File: config.mk
export PLATFORM = sky130hd
export DESIGN_NAME = sleep_stage_avg
export DESIGN_NICKNAME = d
export VERILOG_FILES = /design/src/rtl/sleep_stage_avg.sv
export SDC_FILE = /design/constraint.sdc
export NUM_CORES = 1
export LEC_CHECK = 0
export ABC_AREA = 1
export CORE_MARGIN = 1.5
export CORE_UTILIZATION = 59
export CTS_CLUSTER_SIZE = 40
export DETAILED_ROUTE_END_ITERATION = 10
export PLACE_DENSITY = 0.83
export SYNTH_ARGS = -nofsm -noshare
export SYNTH_HDL_FRONTEND = slang
export SYNTH_SLANG_ARGS = --single-unit
File: constraint.sdc
create_clock -name clk -period 4.7 [get_ports clk]
set_input_delay 0.94 -clock clk [delete_from_list [all_inputs] [get_ports clk]]
set_output_delay 0.94 -clock clk [all_outputs]
set_load 0.02 [all_outputs]
File: src/rtl/sleep_stage_avg.sv
// Output stage: collects one softmax vector per inference, averages each stage over a short
// history, and strobes the argmax stage. History averaging is enabled by defining OUT_AVG_EN.
module sleep_stage_avg #(
    parameter int unsigned N_STORAGE               = 16,
    parameter int unsigned N_COMP                  = 22,
    parameter int unsigned Q                       = 10,
    parameter int unsigned NUM_SLEEP_STAGES        = 5,
    parameter int unsigned NUM_SAMPLES_OUT_AVG     = 3,
    parameter int unsigned INV_NUM_SAMPLES_OUT_AVG = 341
) (
    input  logic                 clk,
    input  logic                 rst,
    input  logic                 prob_valid,
    input  logic [N_STORAGE-1:0] prob_data,
    output logic                 prob_ready,
    input  logic                 clear_hist,
    output logic                 stage_valid,
    output logic [2:0]           stage,
    output logic [N_STORAGE-1:0] stage_prob,
    output logic                 busy
);

    localparam int unsigned IdxW = $clog2(NUM_SLEEP_STAGES);
    localparam int unsigned CntW = $clog2(NUM_SAMPLES_OUT_AVG + 1);
    localparam int unsigned PtrW = (NUM_SAMPLES_OUT_AVG > 1) ? $clog2(NUM_SAMPLES_OUT_AVG) : 1;
    localparam int unsigned PW   = 2 * N_COMP;
`ifdef OUT_AVG_EN
    localparam int unsigned Depth = NUM_SAMPLES_OUT_AVG;
`else
    localparam int unsigned Depth = 1;
`endif

    localparam logic [IdxW-1:0]        LastIdx = IdxW'(NUM_SLEEP_STAGES - 1);
    localparam logic signed [N_COMP-1:0] InvC  = N_COMP'(INV_NUM_SAMPLES_OUT_AVG);
    localparam logic signed [PW-1:0]   SatMax  = PW'(2 ** (N_STORAGE - 1) - 1);
    localparam logic signed [PW-1:0]   SatMin  = ~SatMax;

    typedef enum logic [1:0] {StIdle, StCollect, StAverage, StDone} state_e;

    state_e                      state_q, state_d;
    logic signed [N_STORAGE-1:0] hist_q [Depth][NUM_SLEEP_STAGES];
    logic signed [N_STORAGE-1:0] hist_d [Depth][NUM_SLEEP_STAGES];
    logic [IdxW-1:0]             idx_q, idx_d;
    logic [IdxW-1:0]             s_q, s_d;
    logic [IdxW-1:0]             max_idx_q, max_idx_d;
    logic signed [N_STORAGE-1:0] max_val_q, max_val_d;
    logic [2:0]                  stage_q, stage_d;
    logic signed [N_STORAGE-1:0] stage_prob_q, stage_prob_d;
    logic [CntW-1:0]             hist_cnt;
`ifdef OUT_AVG_EN
    logic [CntW-1:0]             hist_cnt_q, hist_cnt_d;
    logic [PtrW-1:0]             wr_ptr_q, wr_ptr_d;

    assign hist_cnt = hist_cnt_q;
`else
    // Constant count folds the shift and multiplier paths away.
    assign hist_cnt = CntW'(1);
`endif

    logic                        xfer;
    logic                        new_max;
    logic signed [N_COMP-1:0]    sum;
    logic signed [PW-1:0]        prod;
    logic signed [PW-1:0]        avg_wide;
    logic signed [N_STORAGE-1:0] avg_sat;

    assign prob_ready  = (state_q == StIdle) || (state_q == StCollect);
    assign stage_valid = (state_q == StDone);
    assign busy        = (state_q != StIdle);
    assign stage       = stage_q;
    assign stage_prob  = stage_prob_q;
    assign xfer        = prob_valid & prob_ready & ~clear_hist;

    // Average of stage s_q over the valid history slots.
    always_comb begin
        sum = '0;
        for (int k = 0; k < int'(Depth); k++) begin
            if (k < int'(hist_cnt)) begin
                sum = sum + N_COMP'(hist_q[k][s_q]);
            end
        end
        prod = PW'(sum) * PW'(InvC);
        if (hist_cnt == CntW'(1)) begin
            avg_wide = PW'(sum);
        end else if (hist_cnt == CntW'(2)) begin
            avg_wide = PW'(sum >>> 1);
        end else begin
            avg_wide = prod >>> Q;
        end
        if (avg_wide > SatMax) begin
            avg_sat = SatMax[N_STORAGE-1:0];
        end else if (avg_wide < SatMin) begin
            avg_sat = SatMin[N_STORAGE-1:0];
        end else begin
            avg_sat = avg_wide[N_STORAGE-1:0];
        end
        new_max = (s_q == '0) || (avg_sat > max_val_q);
    end

    always_comb begin
        state_d      = state_q;
        hist_d       = hist_q;
        idx_d        = idx_q;
        s_d          = s_q;
        max_idx_d    = max_idx_q;
        max_val_d    = max_val_q;
        stage_d      = stage_q;
        stage_prob_d = stage_prob_q;
`ifdef OUT_AVG_EN
        hist_cnt_d   = hist_cnt_q;
        wr_ptr_d     = wr_ptr_q;
`endif
        unique case (state_q)
            StIdle, StCollect: begin
                if (xfer) begin
`ifdef OUT_AVG_EN
                    hist_d[wr_ptr_q][idx_q] = $signed(prob_data);
`else
                    hist_d[0][idx_q] = $signed(prob_data);
`endif
                    if (idx_q == LastIdx) begin
                        idx_d   = '0;
                        s_d     = '0;
                        state_d = StAverage;
`ifdef OUT_AVG_EN
                        if (hist_cnt_q != CntW'(NUM_SAMPLES_OUT_AVG)) begin
                            hist_cnt_d = hist_cnt_q + 1'b1;
                        end
                        wr_ptr_d = (wr_ptr_q == PtrW'(NUM_SAMPLES_OUT_AVG - 1)) ?
                                   '0 : wr_ptr_q + 1'b1;
`endif
                    end else begin
                        idx_d   = idx_q + 1'b1;
                        state_d = StCollect;
                    end
                end
            end
            StAverage: begin
                if (new_max) begin
                    max_val_d = avg_sat;
                    max_idx_d = s_q;
                end
                if (s_q == LastIdx) begin
                    state_d      = StDone;
                    stage_d      = new_max ? 3'(s_q) : 3'(max_idx_q);
                    stage_prob_d = new_max ? avg_sat : max_val_q;
                end else begin
                    s_d = s_q + 1'b1;
                end
            end
            StDone:  state_d = StIdle;
            default: state_d = StIdle;
        endcase
        // Clear wins over everything, including a result about to be published.
        if (clear_hist) begin
            state_d      = StIdle;
            idx_d        = '0;
            s_d          = '0;
            stage_d      = stage_q;
            stage_prob_d = stage_prob_q;
`ifdef OUT_AVG_EN
            hist_cnt_d   = '0;
            wr_ptr_d     = '0;
`endif
        end
    end

    always_ff @(posedge clk or posedge rst) begin
        if (rst) begin
            state_q      <= StIdle;
            hist_q       <= '{default: '0};
            idx_q        <= '0;
            s_q          <= '0;
            max_idx_q    <= '0;
            max_val_q    <= '0;
            stage_q      <= '0;
            stage_prob_q <= '0;
`ifdef OUT_AVG_EN
            hist_cnt_q   <= '0;
            wr_ptr_q     <= '0;
`endif
        end else begin
            state_q      <= state_d;
            hist_q       <= hist_d;
            idx_q        <= idx_d;
            s_q          <= s_d;
            max_idx_q    <= max_idx_d;
            max_val_q    <= max_val_d;
            stage_q      <= stage_d;
            stage_prob_q <= stage_prob_d;
`ifdef OUT_AVG_EN
            hist_cnt_q   <= hist_cnt_d;
            wr_ptr_q     <= wr_ptr_d;
`endif
        end
    end

endmodule

**After elaboration in Yosys (flattened, before gate mapping)**

Cells that the tools add are included.

- Bits in read-only memories: 0
- Bits in latches: 0
- Bits of input ports: 20
- Flip-flop bits (word level): 126
- Output and inout port bits: 22
- Memories: 0
- Logic and storage cells: 73
- RAM bits: 0

- $lt $le $gt $ge: 6
- Divide/modulo/power cells: 0
- Muxes and demuxes: 24
- Reduce and logical (&&, ||, !) cells: 15
- Bitwise logic cells: 5
- Equal/unequal tests: 9
- Multipliers: 0
- Add/sub/neg operators: 2
- Shift-type cells: 0

Operators with widths:

| operator | count |
|---|---|
| $mux W16 | 6 |
| $bwmux W80 | 1 |
| $bmux W16 S3 | 1 |
| $demux W16 S3 | 1 |
| $mux W3 | 9 |
| $gt A16 B16 Y1 | 1 |
| $gt A16 B16 Y1 const B | 1 |
| $lt A16 B16 Y1 const B | 1 |
| $ne A3 B3 Y1 const B | 4 |
| $ge A4 B4 Y1 const B | 2 |
| $mux W2 | 4 |
| $not A3 Y4 | 2 |
| $add A3 B1 Y3 const B | 2 |
| $eq A3 B3 Y1 const B | 2 |
| $pmux W2 S3 | 1 |
| $pmux W3 S2 | 1 |
| $reduce_and A2 Y1 | 3 |
| $reduce_bool A2 Y1 | 3 |
| $eq A2 B2 Y1 const B | 2 |
| $lt A4 B1 Y1 const B | 1 |
| $reduce_and A4 Y1 | 1 |
| $logic_not A3 Y1 | 1 |
| $reduce_and A3 Y1 | 1 |
| $reduce_bool A3 Y1 | 1 |
| 7 further kinds | 9 |

**Longest topological paths before layout**

Gate-level depths: netlist (run 1).

- Word-level depth: 10
- Mapped depth: 23
- Gate-level depth less buffers: 20

**Least setup slack after synthesis (run 1)**

No wires, ideal clock.

- Path type: register to register
- From: register s_q[0]
- To: register max_val_q[0]
- Path slack: 2.021 ns
- Clock period less this slack: 2.679 ns
- Stages on the path, launching flop included: 20
- Setup time: 0.117 ns
- Data required time: 4.583 ns
- Buffers on the path: 3
- Arrival time: 2.561 ns
- Cells stage by stage: dfrtp_1 buf_2 clkinv_1 buf_2 o21ai_0 o22ai_1 a22oi_1 inv_1 ha_1 a21oi_1 nand2_1 a21oi_1 nand2_1 nand2_1 nand3_2 nand2_2 buf_4 nand2_1 nand3_1 nand2_1

- Cells in the longest elaborated chain, start to end: 10
- Elaborated cells on any way between the ends: 12
- Those cells by class: 3 x order compare; 6 x mux; 1 x bitwise; 2 x reduce/logical

Ends and longest elaborated chain:

| what | line | source |
|---|---|---|
| start, declared | 44 | `logic [IdxW-1:0] s_q, s_d;` |
| start signal, assigned | 173 | `s_q <= '0;` |
| start signal, assigned | 186 | `s_q <= s_d;` |
| $not A3 Y4 (not written as such) | 79 | `sum = sum + N_COMP'(hist_q[k][s_q]);` |
| $bmux W16 S3 | 79 |  |
| $mux W16 (not written as such) (2 in a row) | 79 |  |
| $lt A16 B16 Y1 | 92 | `end else if (avg_wide < SatMin) begin` |
| $mux W16 | 92 |  |
| $mux W16 | 90 | `if (avg_wide > SatMax) begin` |
| $gt A16 B16 Y1 | 97 | `new_max = (s_q == '0) \|\| (avg_sat > max_val_q);` |
| $logic_or A1 B1 Y1 | 97 |  |
| $mux W16 * | 139 | `if (new_max) begin` |
| end signal, assigned | 188 | `max_val_q <= max_val_d;` |
| end, declared | 46 | `logic signed [N_STORAGE-1:0] max_val_q, max_val_d;` |

Every way passes the cells marked *; elsewhere a longest branch is shown, timed or not. The select of a mux whose other input is x is not followed.
A chain may end at the register's enable or synchronous reset.

**Final worst setup path (run 1)**

- From: register s_q[0]
- To: register stage_prob_q[15] (netlist: stage_prob[15])

- Cells in the longest elaborated chain, start to end: 10
- Elaborated cells on any way between the ends: 14
- Those cells by class: 3 x order compare; 1 x eq/ne; 6 x mux; 1 x bitwise; 3 x reduce/logical

Ends and longest elaborated chain:

| what | line | source |
|---|---|---|
| $not A3 Y4 (not written as such) | 79 |  |
| $bmux W16 S3 | 79 |  |
| $mux W16 (not written as such) (2 in a row) | 79 |  |
| $lt A16 B16 Y1 | 92 |  |
| $mux W16 | 92 |  |
| $mux W16 | 90 |  |
| $gt A16 B16 Y1 | 97 |  |
| $logic_or A1 B1 Y1 | 97 |  |
| $mux W16 | - |  |
| end signal, assigned | 190 | `stage_prob_q <= stage_prob_d;` |
| end, declared | 48 | `logic signed [N_STORAGE-1:0] stage_prob_q, stage_prob_d;` |

Several ways; a longest one is shown, not always the timed one. The select of a mux whose other input is x is not followed.

==> out/summary.txt, run 1 <==
mux contribution to synthesized area = 0%
largest net degree at the start of global routing = 75
Crit Path Class = reg -> reg
fin crit period = 3920 ps
Logic pwr share = 25.5%
initial DRC count = 474
placed insts = 904
Adder-Cell Fraction of Synth Area = 4.08%
Final WS setup = 776 ps
complex-gate fraction of the synthesized area = 14.1%
Flop pwr share = 38.1%
crit-path max FO = 35
Post-synth EDFFs = 0
via count = 5381
Syn Nets = 795
GRT Util Overall = 29.2%
root buffer cell = clkbuf_8
Reg area = 0.00315 mm^2
Achievable Freq = 0.255 GHz
post-synth cell types = 27
peak supply drop = 0.000366 V
Synth area leaders = dfrtp_1, nand2_1, o21ai_0
Req. time, crit path = 5110 ps
dominant synthesized flop cell = dfrtp_1
wire length per cell = 15.9 um
Pins Over Slew Limit = 0
clock share of power = 36.4%
Seq cells post-synth = 126
post-synthesis sequential area ratio = 51.4%
die area = 0.0110 mm^2
Synth Area per Inst = 8.13 um^2
die width = 105 um
H-tree depth = 4
post-DR vias/cell = 5.75
CTS Buffer Depth = 2
max-cap violation count = 0
PwrDens = 519 mW/mm^2
DP HPWL = 9580 um
WHS = 480 ps
Worst-Skew Late Latency = 530 ps
Hold Path Class = reg -> reg
multi-input logic area = 0.00252 mm^2
placer congestion estimate = 0.816
filler cell count = 767
Cell Area, Synth = 0.00614 mm^2
switching share of power = 33.2%
status = complete, no violations
antenna cell count = 0
proportion of layout cells with a drive suffix above 1 = 6.50%
Setup Viol. Count Final = 0
Crit path top cell by count = nand2_1
Die Height = 105 um
post-placement worst setup slack = 910 ps
IO Port Bufs = 41
xor and xnor area share after synthesis = 0.143%
placed cell areas = 0.00661 mm^2
CP arrival = 4330 ps
clock transition at the registers of the reported paths = 60 ps
CP Cell Sequence = clkinv_1, buf_4, o21ai_0, o22ai_1, a22oi_1, inv_1, ha_1, a21oi_1, o21ai_0, a21oi_1, nand2_1, nand2_1, nand3_2, nand2_2, nand2_1, nand3_1, nand2_1
slew margin rel. = 18.2%
area delta synth->final = 17.8%
DRC viols = 0
Worst Max-Slew Pin Slew = 1220 ps
top-count cell post-synth = nand2_1
CP delay by family, top = simple AND/OR/NAND/NOR gates
Leak = 3.68 nW
initial antenna violation count = 0
final wirelength = 14900 um
skew final = 8.27 ps
CTS tree = yes
top post-synthesis cells by count = nand2_1, dfrtp_1, o21ai_0
Sw Pwr = 1.24 mW
first-pass iteration count of the detailed router = 5
cell internal pwr = 2.50 mW
clock sink count = 126
Fin. Hold Viols = 0
Yosys warning total = 0
initial core utilization = 60.0%
CTS buffer count = 17
Synth area leader = dfrtp_1
period utilization = 83.5%
Setup crit end kind = flip-flop
setup TNS = 0 ps
gr ovfl total = 0
RSZ-0062 raised after global routing = no
slowest cell on the critical path = dfrtp_1
site row count = 37
Non-Filler Instances = 936
Final nets = 827
post-CTS setup buffers = 0
ys async rst share = 100%
post-synthesis cell count = 755
final instance area = 0.00723 mm^2
first-pass GRT wire length = 25200 um
vias in the first global route = 5296
critical path buffer and inverter count = 3
slowest stage delay, CP = 600 ps
post-synthesis simple-gate area fraction = 22.7%
Synth top area share = 51.4%
core footprint = 0.0102 mm^2
hold-fix buffers at CTS = 0
number of routed nets with antenna violations = 0
PostCTS Resize Cnt = 0
main combinational cell family by area after synthesis = simple AND/OR/NAND/NOR gates
# IOs = 42
type of origin of the critical path = flip-flop
-- sequential cells by signal (all words and copies together) (netlist names) --
name / cells
stage: 3
hist_q: 80
s_q: 3
idx_q: 3
max_idx_q: 3
stage_prob: 16
max_val_q: 16
state_q: 2
-- stage by stage --
stage / power [mW] / util (%)
2_1_floorplan: 2.14 / -
3_3_place_gp: 2.30 / 64.6
3_5_place_dp: 2.36 / 64.6
4_1_cts: 3.74 / 70.6
5_1_grt: 3.96 / 70.6
6_report: 3.75 / 70.6
-- worst min-delay path, stage by stage, from the launching register on --
cell	delay (ps)
dfrtp_1	340
nand2_1	60
nand2_1	50
-- power by group through the flow --
stage	clock, mW	combinational [mW]	sequential (mW)
finish	1.36	0.957	1.43
global route	1.42	1.09	1.45
CTS	1.37	0.943	1.42
detailed placement	0	0.927	1.43
global placement	0	0.876	1.43
floorplan	0	0.755	1.39
-- layout make-up --
| cell class | instances | share of cell area [%] |
|---|---|---|
| clock inverter | 13 | 2.60 |
| clock buffer | 19 | 5.97 |
| timing repair buffer | 51 | 6.72 |
| multi-input combinational | 516 | 34.8 |
| sequential | 126 | 43.6 |
| tap | 136 | 2.35 |
| inverter | 75 | 3.93 |
-- routing by layer --
layer  share of wire (%)  GRT usage [%]  vias to the layer above
li1                    -              -                     2540
met1                  43           38.2                     2592
met2                  49           47.2                      220
met3                 6.2           5.86                       29
met4                 1.8           12.4                        0
met5                   0              0                        -
-- layout by cell type, fill, tap and decap left out, types with 16 or more instances in the layout --
| cell type | count |
|---|---|
| inv_1 | 69 |
| nor2_1 | 47 |
| clkbuf_16 | 16 |
| o21ai_0 | 115 |
| ha_1 | 20 |
| clkdlybuf4s50_1 | 41 |
| nand2_1 | 214 |
| dfrtp_1 | 126 |
| nand3_1 | 59 |
-- cell families (layout without fill, tap and decap cells) --
family / Yosys count / count (layout)
DFF: 126 / 126
xor gates and xnor gates: 1 / 1
adders and majority gates: 20 / 20
and+or+nand+nor: 335 / 335
AOI/OAI and AO/OA: 160 / 160
buffers and inverters: 113 / 158
-- path summary, 6_finish.rpt --
check                                     startpoint                    endpoint  slack [ps]  cells after the start
max                               s_q[0]$_DFFE_PP0P_  stage_prob[15]$_DFFE_PP0P_         780                     17
min                        stage_prob[6]$_DFFE_PP0P_   stage_prob[6]$_DFFE_PP0P_         480                      2
max reg2reg                       s_q[0]$_DFFE_PP0P_  stage_prob[15]$_DFFE_PP0P_         780                     17
min reg2reg                stage_prob[6]$_DFFE_PP0P_   stage_prob[6]$_DFFE_PP0P_         480                      2
max in group asynchronous                        rst    max_val_q[7]$_DFFE_PP0N_        2800                      3
min in group asynchronous                        rst      state_q[0]$_DFFE_PP0P_         970                      2
Power figures use the tool's default switching activity.
==> run 2, diff against run 1 <==
--- a/config.mk
+++ b/config.mk
@@ -7,10 +7,10 @@
 export LEC_CHECK = 0
 export ABC_AREA = 1
 export CORE_MARGIN = 1.5
-export CORE_UTILIZATION = 59
+export CORE_UTILIZATION = 53
 export CTS_CLUSTER_SIZE = 40
 export DETAILED_ROUTE_END_ITERATION = 10
-export PLACE_DENSITY = 0.83
+export PLACE_DENSITY = 0.79
 export SYNTH_ARGS = -nofsm -noshare
 export SYNTH_HDL_FRONTEND = slang
 export SYNTH_SLANG_ARGS = --single-unit
==> constraint.sdc (replaced) <==
create_clock -name clk -period 3.4 [get_ports clk]
set_input_delay 0.68 -clock clk [delete_from_list [all_inputs] [get_ports clk]]
set_output_delay 0.68 -clock clk [all_outputs]
set_load 0.02 [all_outputs]
==> out/summary.txt, run 2 (synthesis results as in run 1) <==
status = complete, no violations
peak supply drop = 0.000444 V
RSZ-0062 raised after global routing = no
die area = 0.0122 mm^2
reg-to-reg startpoint = s_q[1]$_DFFE_PP0P_
reg-to-reg endpoint = stage_prob[5]$_DFFE_PP0P_
number of routed nets with antenna violations = 0
WHS = 477 ps
Pins Over Slew Limit = 0
Final nets = 834
site row count = 39
CP arrival = 3430 ps
placer congestion estimate = 0.898
most frequent cells in the layout = nand2_1, dfrtp_1, o21ai_0
Fin. Hold Viols = 0
Worst Max-Slew Pin Slew = 651 ps
period utilization = 92.1%
max-cap violation count = 0
CTS tree = yes
DRC viols = 0
placed cell areas = 0.00666 mm^2
Hold Path Class = reg -> reg
GRT Util Overall = 25.0%
crit-path max FO = 19
post-placement worst setup slack = 81.5 ps
gr ovfl total = 0
initial core utilization = 54.0%
type of origin of the critical path = flip-flop
sink of the worst hold path = stage_prob[2]$_DFFE_PP0P_
# IOs = 42
die width = 111 um
proportion of layout cells with a drive suffix above 1 = 8.67%
antenna cell count = 0
final instance area = 0.00731 mm^2
initial DRC count = 484
Hold Path Depth = 2
vias in the first global route = 5230
setup TNS = 0 ps
R2R depth = 18
slowest cell on the critical path = dfrtp_2
PwrDens = 690 mW/mm^2
filler cell count = 944
hold-fix buffers at CTS = 0
skew final = 7.61 ps
CP Cell Sequence = buf_6, nor2_1, nand2_1, clkinvlp_4, buf_12, a22oi_1, inv_1, ha_1, nand2_1, nor3_2, nand2_1, nand2_1, nand2_1, nand3_2, buf_6, nand3_1, nand3_1, nand2_1
core footprint = 0.0114 mm^2
most common cell after layout, fill and taps aside = nand2_1
Leak = 3.68 nW
hold wc startpoint = stage_prob[2]$_DFFE_PP0P_
via count = 5388
DP HPWL = 9270 um
slew margin rel. = 56.6%
root buffer cell = clkbuf_16
slowest stage delay, CP = 440 ps
Req. time, crit path = 3700 ps
Final WS setup = 267 ps
Achievable Freq = 0.319 GHz
largest net degree at the start of global routing = 127
wire length per cell = 15.6 um
H-tree depth = 4
Non-Filler Instances = 950
Crit path top cell by count = nand2_1
Die Height = 111 um
first-pass GRT wire length = 24700 um
Reg area = 0.00316 mm^2
fin crit period = 3130 ps
initial antenna violation count = 0
Setup crit end kind = flip-flop
multi-input logic area = 0.00255 mm^2
R2R setup slack = 270 ps
first-pass iteration count of the detailed router = 5
largest reg by FF count = hist_q
CTS buffer count = 17
final wirelength = 14800 um
clock transition at the registers of the reported paths = 60 ps
IO Port Bufs = 41
placed insts = 915
Crit Path Class = reg -> reg
CTS Buffer Depth = 2
area delta synth->final = 19.0%
Setup Viol. Count Final = 0
max reg flops = 80
post-DR vias/cell = 5.67
Worst-Skew Late Latency = 420 ps
clock sink count = 126
==> run 2: cell count changes in the layout (fill, tap and decap cells not counted), sizes merged <==
cell,previous run,this run
clkinvlp,3,9
bufinv,4,1
inv,74,70
clkbuf,19,18
clkinv,7,10
buf,10,16
==> run 2: worst max-delay path by stage <==
stage	startpoint	end	slack, ps	cells past startpoint
floorplan	s_q[0]$_DFFE_PP0P_	max_val_q[0]$_DFFE_PP0N_	720	19
global placement	s_q[2]$_DFFE_PP0P_	stage_prob[5]$_DFFE_PP0P_	230	16
detailed placement	s_q[0]$_DFFE_PP0P_	stage_prob[5]$_DFFE_PP0P_	80	19
CTS	s_q[2]$_DFFE_PP0P_	stage_prob[5]$_DFFE_PP0P_	100	16
global route	s_q[1]$_DFFE_PP0P_	stage_prob[13]$_DFFE_PP0P_	30	22
finish	s_q[1]$_DFFE_PP0P_	stage_prob[5]$_DFFE_PP0P_	270	18
==> run 2: per-layer routing <==
metal / vias up / routed length [um] / global-route usage, %
met1: 2615 / 6700 / 32.7
met3: 29 / 895 / 6.92
met5: - / 0 / 0
li1: 2554 / - / -
met4: 0 / 232 / 9.91
met2: 190 / 7010 / 39.8
==> run 2: power breakdown <==
| part | internal, mW | switching, mW | total (mW) | leakage (nW) |
|---|---|---|---|---|
| Combinational | 0.500 | 0.871 | 1.37 | 1.74 |
| Clock | 1.02 | 0.680 | 1.70 | 0.268 |
| Sequential | 1.79 | 0.177 | 1.97 | 1.67 |
| Total | 3.31 | 1.73 | 5.04 | 3.68 |
==> run 2: metrics by stage <==
| stage | power [mW] | utilization, % |
|---|---|---|
| after global routing | 5.36 | 64.3 |
| after global placement | 3.21 | 58.6 |
| final | 5.04 | 64.3 |
| after detailed placement | 3.28 | 58.6 |
| after CTS | 5.01 | 63.5 |
| after floorplan | 2.96 | - |
==> run 2: timing repair <==
item	CTS	global route
cloned	0	1
buffers inserted	0	2
setup endpoints to repair	1	38
gates resized for setup	1	13
endpoints found under the hold margin	0	0
==> run 2: critical path: cells and delay by family, from the launching register on <==
| family | cells | cell delay (ps) |
|---|---|---|
| adders and majority gates | 1 | 280 |
| buffers and inverters | 5 | 790 |
| and+or+nand+nor | 11 | 1170 |
| AOI/OAI and AO/OA | 1 | 320 |
| DFF | 1 | 440 |
==> run 2: cell type report <==
| cell class | instances | area share, % |
|---|---|---|
| flip-flops and latches | 126 | 43.2 |
| multi-input cells | 516 | 34.8 |
| repair buffers | 57 | 7.71 |
| clock buffers | 18 | 6.01 |
| inverters | 75 | 4.06 |
| well taps | 143 | 2.45 |
| clock inverters | 14 | 1.64 |
| repair inverters | 1 | 0.103 |
